==> src/rtl/redpitaya_pll_lock_supervisor.sv <==
// Converter PLL supervisor in the adc_clk domain: pulses PLL RST, debounces LOCKED,
// then releases the DAC-path and DSP-path resets in order; counts lock losses.
//
//   state     | meaning
//   ----------+-----------------------------------------------------------
//   PLL_RST   | pll_rst_o held high for PLL_RST_CYCLES
//   WAIT_LOCK | waiting for synced LOCKED, re-pulse RST after LOCK_TIMEOUT
//   STABILIZE | LOCKED must stay high LOCK_STABLE_CYCLES in a row
//   RELEASE   | DAC path out of reset, DSP path follows after STAGE_GAP
//   RUN       | fully released, locked_o high
//   LOST      | one-cycle loss marker, resets reasserted, stats updated
module redpitaya_pll_lock_supervisor #(
    parameter int PLL_RST_CYCLES     = 8,
    parameter int LOCK_STABLE_CYCLES = 1024,
    parameter int LOCK_TIMEOUT       = 65536,
    parameter int STAGE_GAP          = 16,
    parameter int CNT_WIDTH          = 16
) (
    input  logic                 adc_clk_i,
    input  logic                 adc_rstn_i,
    input  logic                 pll_locked_i,
    input  logic                 clear_i,
    output logic                 pll_rst_o,
    output logic                 dac_rstn_o,
    output logic                 dsp_rstn_o,
    output logic                 locked_o,
    output logic                 unlock_sticky_o,
    output logic [CNT_WIDTH-1:0] unlock_cnt_o,
    output logic [2:0]           state_o
);

    localparam int MAX_AB = (PLL_RST_CYCLES > LOCK_STABLE_CYCLES) ? PLL_RST_CYCLES : LOCK_STABLE_CYCLES;
    localparam int MAX_CD = (LOCK_TIMEOUT > STAGE_GAP) ? LOCK_TIMEOUT : STAGE_GAP;
    localparam int MAX_P  = (MAX_AB > MAX_CD) ? MAX_AB : MAX_CD;
    localparam int TW     = $clog2(MAX_P) + 1;

    localparam logic [TW-1:0] TC_RST     = TW'(PLL_RST_CYCLES - 1);
    localparam logic [TW-1:0] TC_TIMEOUT = TW'(LOCK_TIMEOUT - 1);
    // The WAIT_LOCK cycle that first saw lock counts toward the stable run.
    localparam logic [TW-1:0] TC_STABLE  = TW'(LOCK_STABLE_CYCLES - 2);
    localparam logic [TW-1:0] TC_GAP     = TW'(STAGE_GAP - 1);

    typedef enum logic [2:0] {
        S_PLL_RST   = 3'd0,
        S_WAIT_LOCK = 3'd1,
        S_STABILIZE = 3'd2,
        S_RELEASE   = 3'd3,
        S_RUN       = 3'd4,
        S_LOST      = 3'd5
    } state_t;

    state_t        r_state;
    state_t        w_next;
    logic [TW-1:0] r_tmr;
    logic          w_loss;

    (* ASYNC_REG = "TRUE" *) logic r_lk_meta;
    (* ASYNC_REG = "TRUE" *) logic r_lk_sync;

    always_ff @(posedge adc_clk_i or negedge adc_rstn_i) begin
        if (!adc_rstn_i) begin
            r_lk_meta <= 1'b0;
            r_lk_sync <= 1'b0;
        end else begin
            r_lk_meta <= pll_locked_i;
            r_lk_sync <= r_lk_meta;
        end
    end

    always_comb begin
        w_next = r_state;
        case (r_state)
            S_PLL_RST:   if (r_tmr == TC_RST) w_next = S_WAIT_LOCK;
            S_WAIT_LOCK: begin
                if (r_lk_sync)                 w_next = S_STABILIZE;
                else if (r_tmr == TC_TIMEOUT)  w_next = S_PLL_RST;
            end
            S_STABILIZE: begin
                if (!r_lk_sync)                w_next = S_WAIT_LOCK;
                else if (r_tmr == TC_STABLE)   w_next = S_RELEASE;
            end
            S_RELEASE: begin
                if (!r_lk_sync)                w_next = S_LOST;
                else if (r_tmr == TC_GAP)      w_next = S_RUN;
            end
            S_RUN:       if (!r_lk_sync) w_next = S_LOST;
            S_LOST:      w_next = S_PLL_RST;
            default:     w_next = S_PLL_RST;
        endcase
    end

    assign w_loss  = (w_next == S_LOST);
    assign state_o = r_state;

    // Outputs are registered from the next state so they move together with state_o.
    always_ff @(posedge adc_clk_i or negedge adc_rstn_i) begin
        if (!adc_rstn_i) begin
            r_state         <= S_PLL_RST;
            r_tmr           <= '0;
            pll_rst_o       <= 1'b1;
            dac_rstn_o      <= 1'b0;
            dsp_rstn_o      <= 1'b0;
            locked_o        <= 1'b0;
            unlock_sticky_o <= 1'b0;
            unlock_cnt_o    <= '0;
        end else begin
            r_state    <= w_next;
            r_tmr      <= (w_next != r_state) ? '0 : r_tmr + 1'b1;
            pll_rst_o  <= (w_next == S_PLL_RST);
            dac_rstn_o <= (w_next == S_RELEASE) || (w_next == S_RUN);
            dsp_rstn_o <= (w_next == S_RUN);
            locked_o   <= (w_next == S_RUN);
            if (w_loss) begin
                unlock_sticky_o <= 1'b1;
                if (unlock_cnt_o != {CNT_WIDTH{1'b1}})
                    unlock_cnt_o <= unlock_cnt_o + CNT_WIDTH'(1);
            end else if (clear_i) begin
                unlock_sticky_o <= 1'b0;
                unlock_cnt_o    <= '0;
            end
        end
    end

endmodule

==> config.mk <==
export PLATFORM = sky130hd
export DESIGN_NAME = redpitaya_pll_lock_supervisor
export DESIGN_NICKNAME = d
export VERILOG_FILES = /design/src/rtl/redpitaya_pll_lock_supervisor.sv
export SDC_FILE = /design/constraint.sdc
export NUM_CORES = 1
export LEC_CHECK = 0
export CORE_MARGIN = 2
export CORE_UTILIZATION = 55
export DETAILED_ROUTE_END_ITERATION = 10
export GPL_ROUTABILITY_DRIVEN = 0
export PLACE_DENSITY_LB_ADDON = 0.08
export SYNTH_ARGS = -nofsm -noshare
export SYNTH_HDL_FRONTEND = slang
export SYNTH_SLANG_ARGS = --single-unit
==> constraint.sdc <==
create_clock -name adc_clk_i -period 3.9 [get_ports adc_clk_i]
set_clock_uncertainty 0.05 [all_clocks]
set_input_delay 1.17 -clock adc_clk_i [delete_from_list [all_inputs] [get_ports adc_clk_i]]
set_output_delay 1.17 -clock adc_clk_i [all_outputs]
set_load 0.02 [all_outputs]
==> results.cfg, run 1 <==
[status]
run_status = finished, final reports clean

[cells_and_area]
area_growth_syn_to_layout_pct = 16.2
final-instance-count-excl-fill = 316
finalNetCount = 273
final_layout_size_suffix_gt1_frac = 0.128
n_fill_cell = 327
insertedDiodeCount = 0

[floorplan]
die_area_sq_um = 4820
fp.dieW_microns = 69.5
initial_cell_density_of_the_core = 0.581
core.rowCount = 23
floorplan.core_area_sq_um = 4060
num_io_pins = 28
die-height_microns = 69.5

[route]
drt-vias-per-instance = 6.06
initialDrtViolationCount = 154
drt_first_pass_iters = 4
final_antenna_net_count = 0
postRouteWirelength_mm = 4.85
remaining_drc_errors = 0
via_count = 1916
routedWlPerCell_microns = 15.3

[grt]
antenna_found_initial = 0
number_of_global_route_vias_before_repair = 1796
grt_max_degree = 43
grt_busiest_layer = met1
grtUsageMet2 = 0.314
global_route.overflow_total = 0
grt_use_met3 = 0.0538
grt_usage = 0.221
global_route_wire_length_before_repair_mm = 8.71
met1_usage_in_global_routing = 0.335

[synthesis]
syn-instance-count = 235
post_synth_instance_area_sq_um = 2360
synthesis.yosys.warnings = 0
yosys_most_used_dff = dfrtp_1
mappedNetlistNets = 243
synth_area_per_cell_sq_um = 10.0
synth_cell_types = 51
synth_async_sr_flop_share = 1.00
ys_seq_elements = 42
synth-edff-count = 0
synth-seq-area-share = 0.447

[place]
detailedPlace.worstSlack_ns = 0.652
post-dp-hpwl_mm = 3.36
port_buffers = 27
numPlacedInstances = 308

[worst_setup_path]
crit_chain = ha_1, and3_1, nand3_1, nor2_1, and3_1, ha_1, o32a_1, o32ai_1, nor3_2, inv_2, mux2_4, nor3_1
critPathLaunchType = register
timing.critical_path.to_type = register
worst-path-max-fanout = 17
criticalPathCategory = reg2reg
critPathLaunch = r_tmr[0]
worst_ep_arrival_time_ns = 3.43
critical-path-slowest-cell = dfrtp_1
required_ns = 4.07
max_stage_delay_ns = 0.44
crit_buf_inv = 1
regToRegStartpoint = r_tmr[0]
timing.critical_path.max_delay_family = simple AND/OR/NAND/NOR gates

[cts]
cts_resized = 0
clock_sinks = 42
postCtsHoldBufs = 0
clockBufferDepth = 2
cts_root_buf = clkbuf_8
cts_htree_levels = 2
path_clk_slew_ns = 0.08
postCtsSetupRepairBufs = 0
clock_latency_ns = 0.30
tritoncts.num_buffers = 5
tritoncts = yes

[sta]
final_min_period_over_clock_period = 0.837
layout_setup_ws_ns = 0.637
timing.final.setup_violations = 0
max_clock_freq_ghz = 0.307
maxSlewViolCount = 0
fin_tns_setup_ns = 0
finalWorstPathRequiredPeriod_ns = 3.26
grt_setup_unrepaired = no
final-hold-violation-count = 0
slew_headroom = 0.399
worstMarginPinSlew_ns = 0.901

[job]
maxCapViolCount = 0

[worst_hold_path]
hold_path_class = reg2reg
hp-start = r_lk_meta

[power_and_ir_drop]
cellPowerDensity_nw_per_um2 = 458
static-leakage-power_nw = 1.18
irDropWorstVdd_mv = 0.281
==> layout by cell type (no fill, tap or decap), types with 7 or more instances in the layout <==
master and instances:
and3_1 9, clkdlybuf4s50_1 26, dfrtp_1 41, inv_1 7
nand2_1 22, nand3_1 13, nor2_1 17, nor3_1 20
nor3_2 10, xnor2_1 9
==> Yosys cell counts, types with 2 or more instances <==
library cell,number,share of area
nor3_2,10,0.042
o32a_1,2,0.0085
o31a_2,2,0.0085
clkbuf_1,3,0.0048
a211o_1,3,0.011
buf_4,2,0.0064
xor2_1,6,0.022
o211a_1,2,0.0085
nand4_1,5,0.013
a21oi_1,6,0.013
xnor2_1,9,0.033
o21a_1,2,0.0064
o21ai_0,4,0.0085
a221o_1,4,0.017
nor4_1,4,0.011
and3_1,9,0.024
dfrtp_1,41,0.44
and4_1,5,0.019
ha_1,4,0.021
inv_1,7,0.011
or3_1,2,0.0053
nand3_1,13,0.028
nand2_1,22,0.035
a31oi_1,2,0.0053
nor2_1,17,0.027
nor3_1,20,0.042
a21o_1,3,0.0096
a211oi_1,3,0.0096
==> path summary, 6_finish.rpt <==
path	to	slack [ns]	cells past startpoint
max	r_tmr[3]	0.64	12
max in group asynchronous	unlock_cnt_o[0]	2.30	1
min in group asynchronous	r_tmr[11]	0.94	1
min	r_lk_sync	0.30	0
max reg2reg	r_tmr[3]	0.64	12
min reg2reg	r_lk_sync	0.30	0
==> registers in the layout (all words and copies together), names as in the netlist <==
| name | count |
|---|---|
| r_tmr | 17 |
| unlock_cnt_o | 16 |
| state_o | 3 |
| dac_rstn_o | 1 |
| locked_o | 1 |
| pll_rst_o | 1 |
| r_lk_meta | 1 |
| r_lk_sync | 1 |
| unlock_sticky_o | 1 |
==> final cells by class <==
type,count,area (sq um),share of cell area
Timing Repair Buffer,30,288,0.105
Tap cell,50,62.6,0.0229
Inverter,8,30.0,0.0110
Clock buffer,7,86.3,0.0315
Sequential cell,42,1050,0.384
Multi-Input combinational cell,178,1210,0.443
Clock inverter,1,5.00,0.00183
==> kinds of logic after synthesis <==
group | count (synthesis) | share of synthesized area
AO/OA/AOI/OAI | 41 | 0.142
XOR/XNOR | 15 | 0.0558
adder cells (fa/ha/maj) | 4 | 0.0212
buffers and inverters | 15 | 0.0382
flip-flops | 42 | 0.447
multiplexers | 1 | 0.00637
AND/OR/NAND/NOR | 117 | 0.289
==> metal layers <==
layer / routed length (microns) / vias up
met2: 2030 / 55
met3: 258 / 8
met4: 63 / 0
met5: 0 / -
met1: 2500 / 917
li1: - / 936
==> where the power goes <==
group | total [W] | switching, W | internal, W
clock network | 0.000293 | 0.000151 | 0.000143
logic | 0.000414 | 0.000258 | 0.000156
registers | 0.000547 | 0.0000632 | 0.000484
total | 0.00125 | 0.000471 | 0.000783
==> per-stage QoR <==
| step | utilization | hold slack (ns) | power [W] | area [sq um] |
|---|---|---|---|---|
| after detailed placement | 0.652 | 0.286 | 0.000969 | 2650 |
| final | 0.675 | 0.302 | 0.00125 | 2740 |
| after global placement | 0.652 | 0.283 | 0.000965 | 2650 |
| after CTS | 0.675 | 0.304 | 0.00126 | 2740 |
| after global routing | 0.675 | 0.328 | 0.00133 | 2740 |
| after floorplan | - | 0.281 | 0.000889 | 2360 |
No activity file was read; power rests on OpenSTA's default activity.
==> inputs of run 2 (changes only) <==
--- a/config.mk
+++ b/config.mk
@@ -6,7 +6,7 @@
 export NUM_CORES = 1
 export LEC_CHECK = 0
 export CORE_MARGIN = 2
-export CORE_UTILIZATION = 55
+export CORE_UTILIZATION = 50
 export DETAILED_ROUTE_END_ITERATION = 10
 export GPL_ROUTABILITY_DRIVEN = 0
 export PLACE_DENSITY_LB_ADDON = 0.08
==> constraint.sdc (replaced) <==
create_clock -name adc_clk_i -period 2.8 [get_ports adc_clk_i]
set_clock_uncertainty 0.05 [all_clocks]
set_input_delay 0.84 -clock adc_clk_i [delete_from_list [all_inputs] [get_ports adc_clk_i]]
set_output_delay 0.84 -clock adc_clk_i [all_outputs]
set_load 0.02 [all_outputs]
==> run 2 against run 1 <==
The run now ends with negative setup slack left. Critical path depth is 1 higher. Sequential share of layout area is 4.8 points lower. Global-route usage shrank 0.13 points. Die area is 9.4% higher. Non-clock buffer count up 26. Largest cell class unchanged. Highest routed layer unchanged.
==> results.cfg, run 2 (synthesis gave the netlist of run 1 again) <==
[cts]
path_clk_slew_ns = 0.08
postCtsHoldBufs = 0
cts_root_buf = clkbuf_8
cts_htree_levels = 2
clock_sinks = 42
clockBufferDepth = 2
tritoncts = yes
tritoncts.num_buffers = 5
clock_latency_ns = 0.29

[power_and_ir_drop]
irDropWorstVdd_mv = 0.471
fin_total_pwr_w = 0.00204
static-leakage-power_nw = 1.32
cellPowerDensity_nw_per_um2 = 653

[floorplan]
floorplan.core_area_sq_um = 4440
num_io_pins = 28
die_area_sq_um = 5280
die-height_microns = 72.6
initial_cell_density_of_the_core = 0.530
core.rowCount = 24
fp.dieW_microns = 72.6

[worst_setup_path]
rr_endpoint = r_tmr[16]
worst_ep_arrival_time_ns = 3.01
required_ns = 2.96
r2r.worst_path.cells = 13
regToRegStartpoint = r_tmr[0]
critPathLaunchType = register
timing.critical_path.to_type = register
criticalPathCategory = reg2reg
worst-path-max-fanout = 8
r2r_slack_ns = -0.04

[cells_and_area]
finalNetCount = 301
final_layout_size_suffix_gt1_frac = 0.287
regMostFlops = r_tmr
layout.cells.most_common = dfrtp_1
insertedDiodeCount = 0
layout_common_cells = 41 x dfrtp_1, 26 x clkdlybuf4s50_1, 25 x buf_4, 22 x nand2_1, 16 x nor3_2
area_growth_syn_to_layout_pct = 32.6
n_fill_cell = 334
largest_register_ffs = 17

[grt]
global_route.overflow_total = 0
number_of_global_route_vias_before_repair = 1804
grt_max_degree = 43
antenna_found_initial = 0
grt_usage = 0.219
global_route_wire_length_before_repair_mm = 9.00

[sta]
final_min_period_over_clock_period = 1.02
timing.final.setup_violations = 4
fin_hold_ws_ns = 0.305
layout_setup_ws_ns = -0.0425
finalWorstPathRequiredPeriod_ns = 2.84
max_clock_freq_ghz = 0.352
maxSlewViolCount = 0
worstMarginPinSlew_ns = 0.621
slew_headroom = 0.582
grt_setup_unrepaired = yes
final-hold-violation-count = 0

[place]
port_buffers = 27
post-dp-hpwl_mm = 3.67

[worst_hold_path]
hold-path-cell-count = 0
holdPathEnd = r_lk_sync
hold_path_class = reg2reg
hp-start = r_lk_meta

[route]
routedWlPerCell_microns = 16.6
final_antenna_net_count = 0
via_count = 2065
remaining_drc_errors = 0
drt-vias-per-instance = 5.99
drt_first_pass_iters = 4
postRouteWirelength_mm = 5.72
initialDrtViolationCount = 154

[status]
run_status = finished, violations left
violations = negative setup slack

[job]
maxCapViolCount = 0
[run 2: layout make-up]
type / count / area, sq um / area share
Multi-Input combinational cell: 180 / 1400 / 0.448
Sequential cell: 42 / 1050 / 0.337
Timing Repair Buffer: 56 / 498 / 0.159
Clock buffer: 5 / 68.8 / 0.0220
Tap cell: 52 / 65.1 / 0.0208
Inverter: 8 / 30.0 / 0.00961
Clock inverter: 2 / 10.0 / 0.00320
[run 2: repair_timing]
item | in CTS | in global routing
resized for setup | 2 | 32
buffers inserted | 1 | 11
pin swaps | 1 | 29
gates cloned | 1 | 1
hold endpoints to repair | 0 | 0
endpoints found under the setup margin | 11 | 33
[run 2: how the worst max path moves through the flow]
stage          startpoint         endpoint  slack (ns)  depth (start not counted)
6_report         r_tmr[0]        r_tmr[16]       -0.04                         13
5_1_grt          r_tmr[8]        r_tmr[16]       -0.12                         13
4_1_cts          r_tmr[1]  unlock_cnt_o[7]      -0.009                         11
3_5_place_dp     r_tmr[1]         r_tmr[2]       -0.01                         12
3_3_place_gp     r_tmr[1]  unlock_cnt_o[9]        0.09                         11
2_1_floorplan    r_tmr[0]        r_tmr[15]        0.04                         13
[run 2: through the flow]
step	worst slack (ns)	setup TNS (ns)	area [sq um]	util	std cells
final	-0.0425	-0.0772	3120	0.703	345
after global routing	-0.125	-1.23	3120	0.703	345
after CTS	-0.00873	-0.00873	2890	0.650	333
after detailed placement	-0.0139	-0.0323	2780	0.626	324
after global placement	0.0875	0	2780	0.626	324
after floorplan	0.0405	0	2380	-	235
[run 2: where the power goes]
| part | internal, W | leakage (nW) | switching, W |
|---|---|---|---|
| sequential | 0.000674 | 0.573 | 0.0000500 |
| combinational | 0.000404 | 0.699 | 0.000538 |
| clock | 0.000168 | 0.0438 | 0.000207 |
| total | 0.00125 | 1.32 | 0.000795 |
[run 2: layer usage]
| metal | GRT usage | vias up | part of all wire |
|---|---|---|---|
| met1 | 0.355 | 1012 | 0.50 |
| met5 | 0 | - | 0 |
| li1 | - | 1001 | - |
| met4 | 0.0556 | 0 | 0.0063 |
| met2 | 0.300 | 48 | 0.45 |
| met3 | 0.0387 | 4 | 0.042 |
[run 2: critical path, stage by stage, from the launching register on]
cell and delay, ns:
dfrtp_1 0.39, ha_2 0.22, and3_4 0.17, nand3_4 0.12, nor2_4 0.04, and3_4 0.18
ha_4 0.14, o32a_1 0.36, buf_6 0.13, o32ai_4 0.12, nor3_2 0.10, inv_2 0.13
mux2_4 0.40, nor3_2 0.20
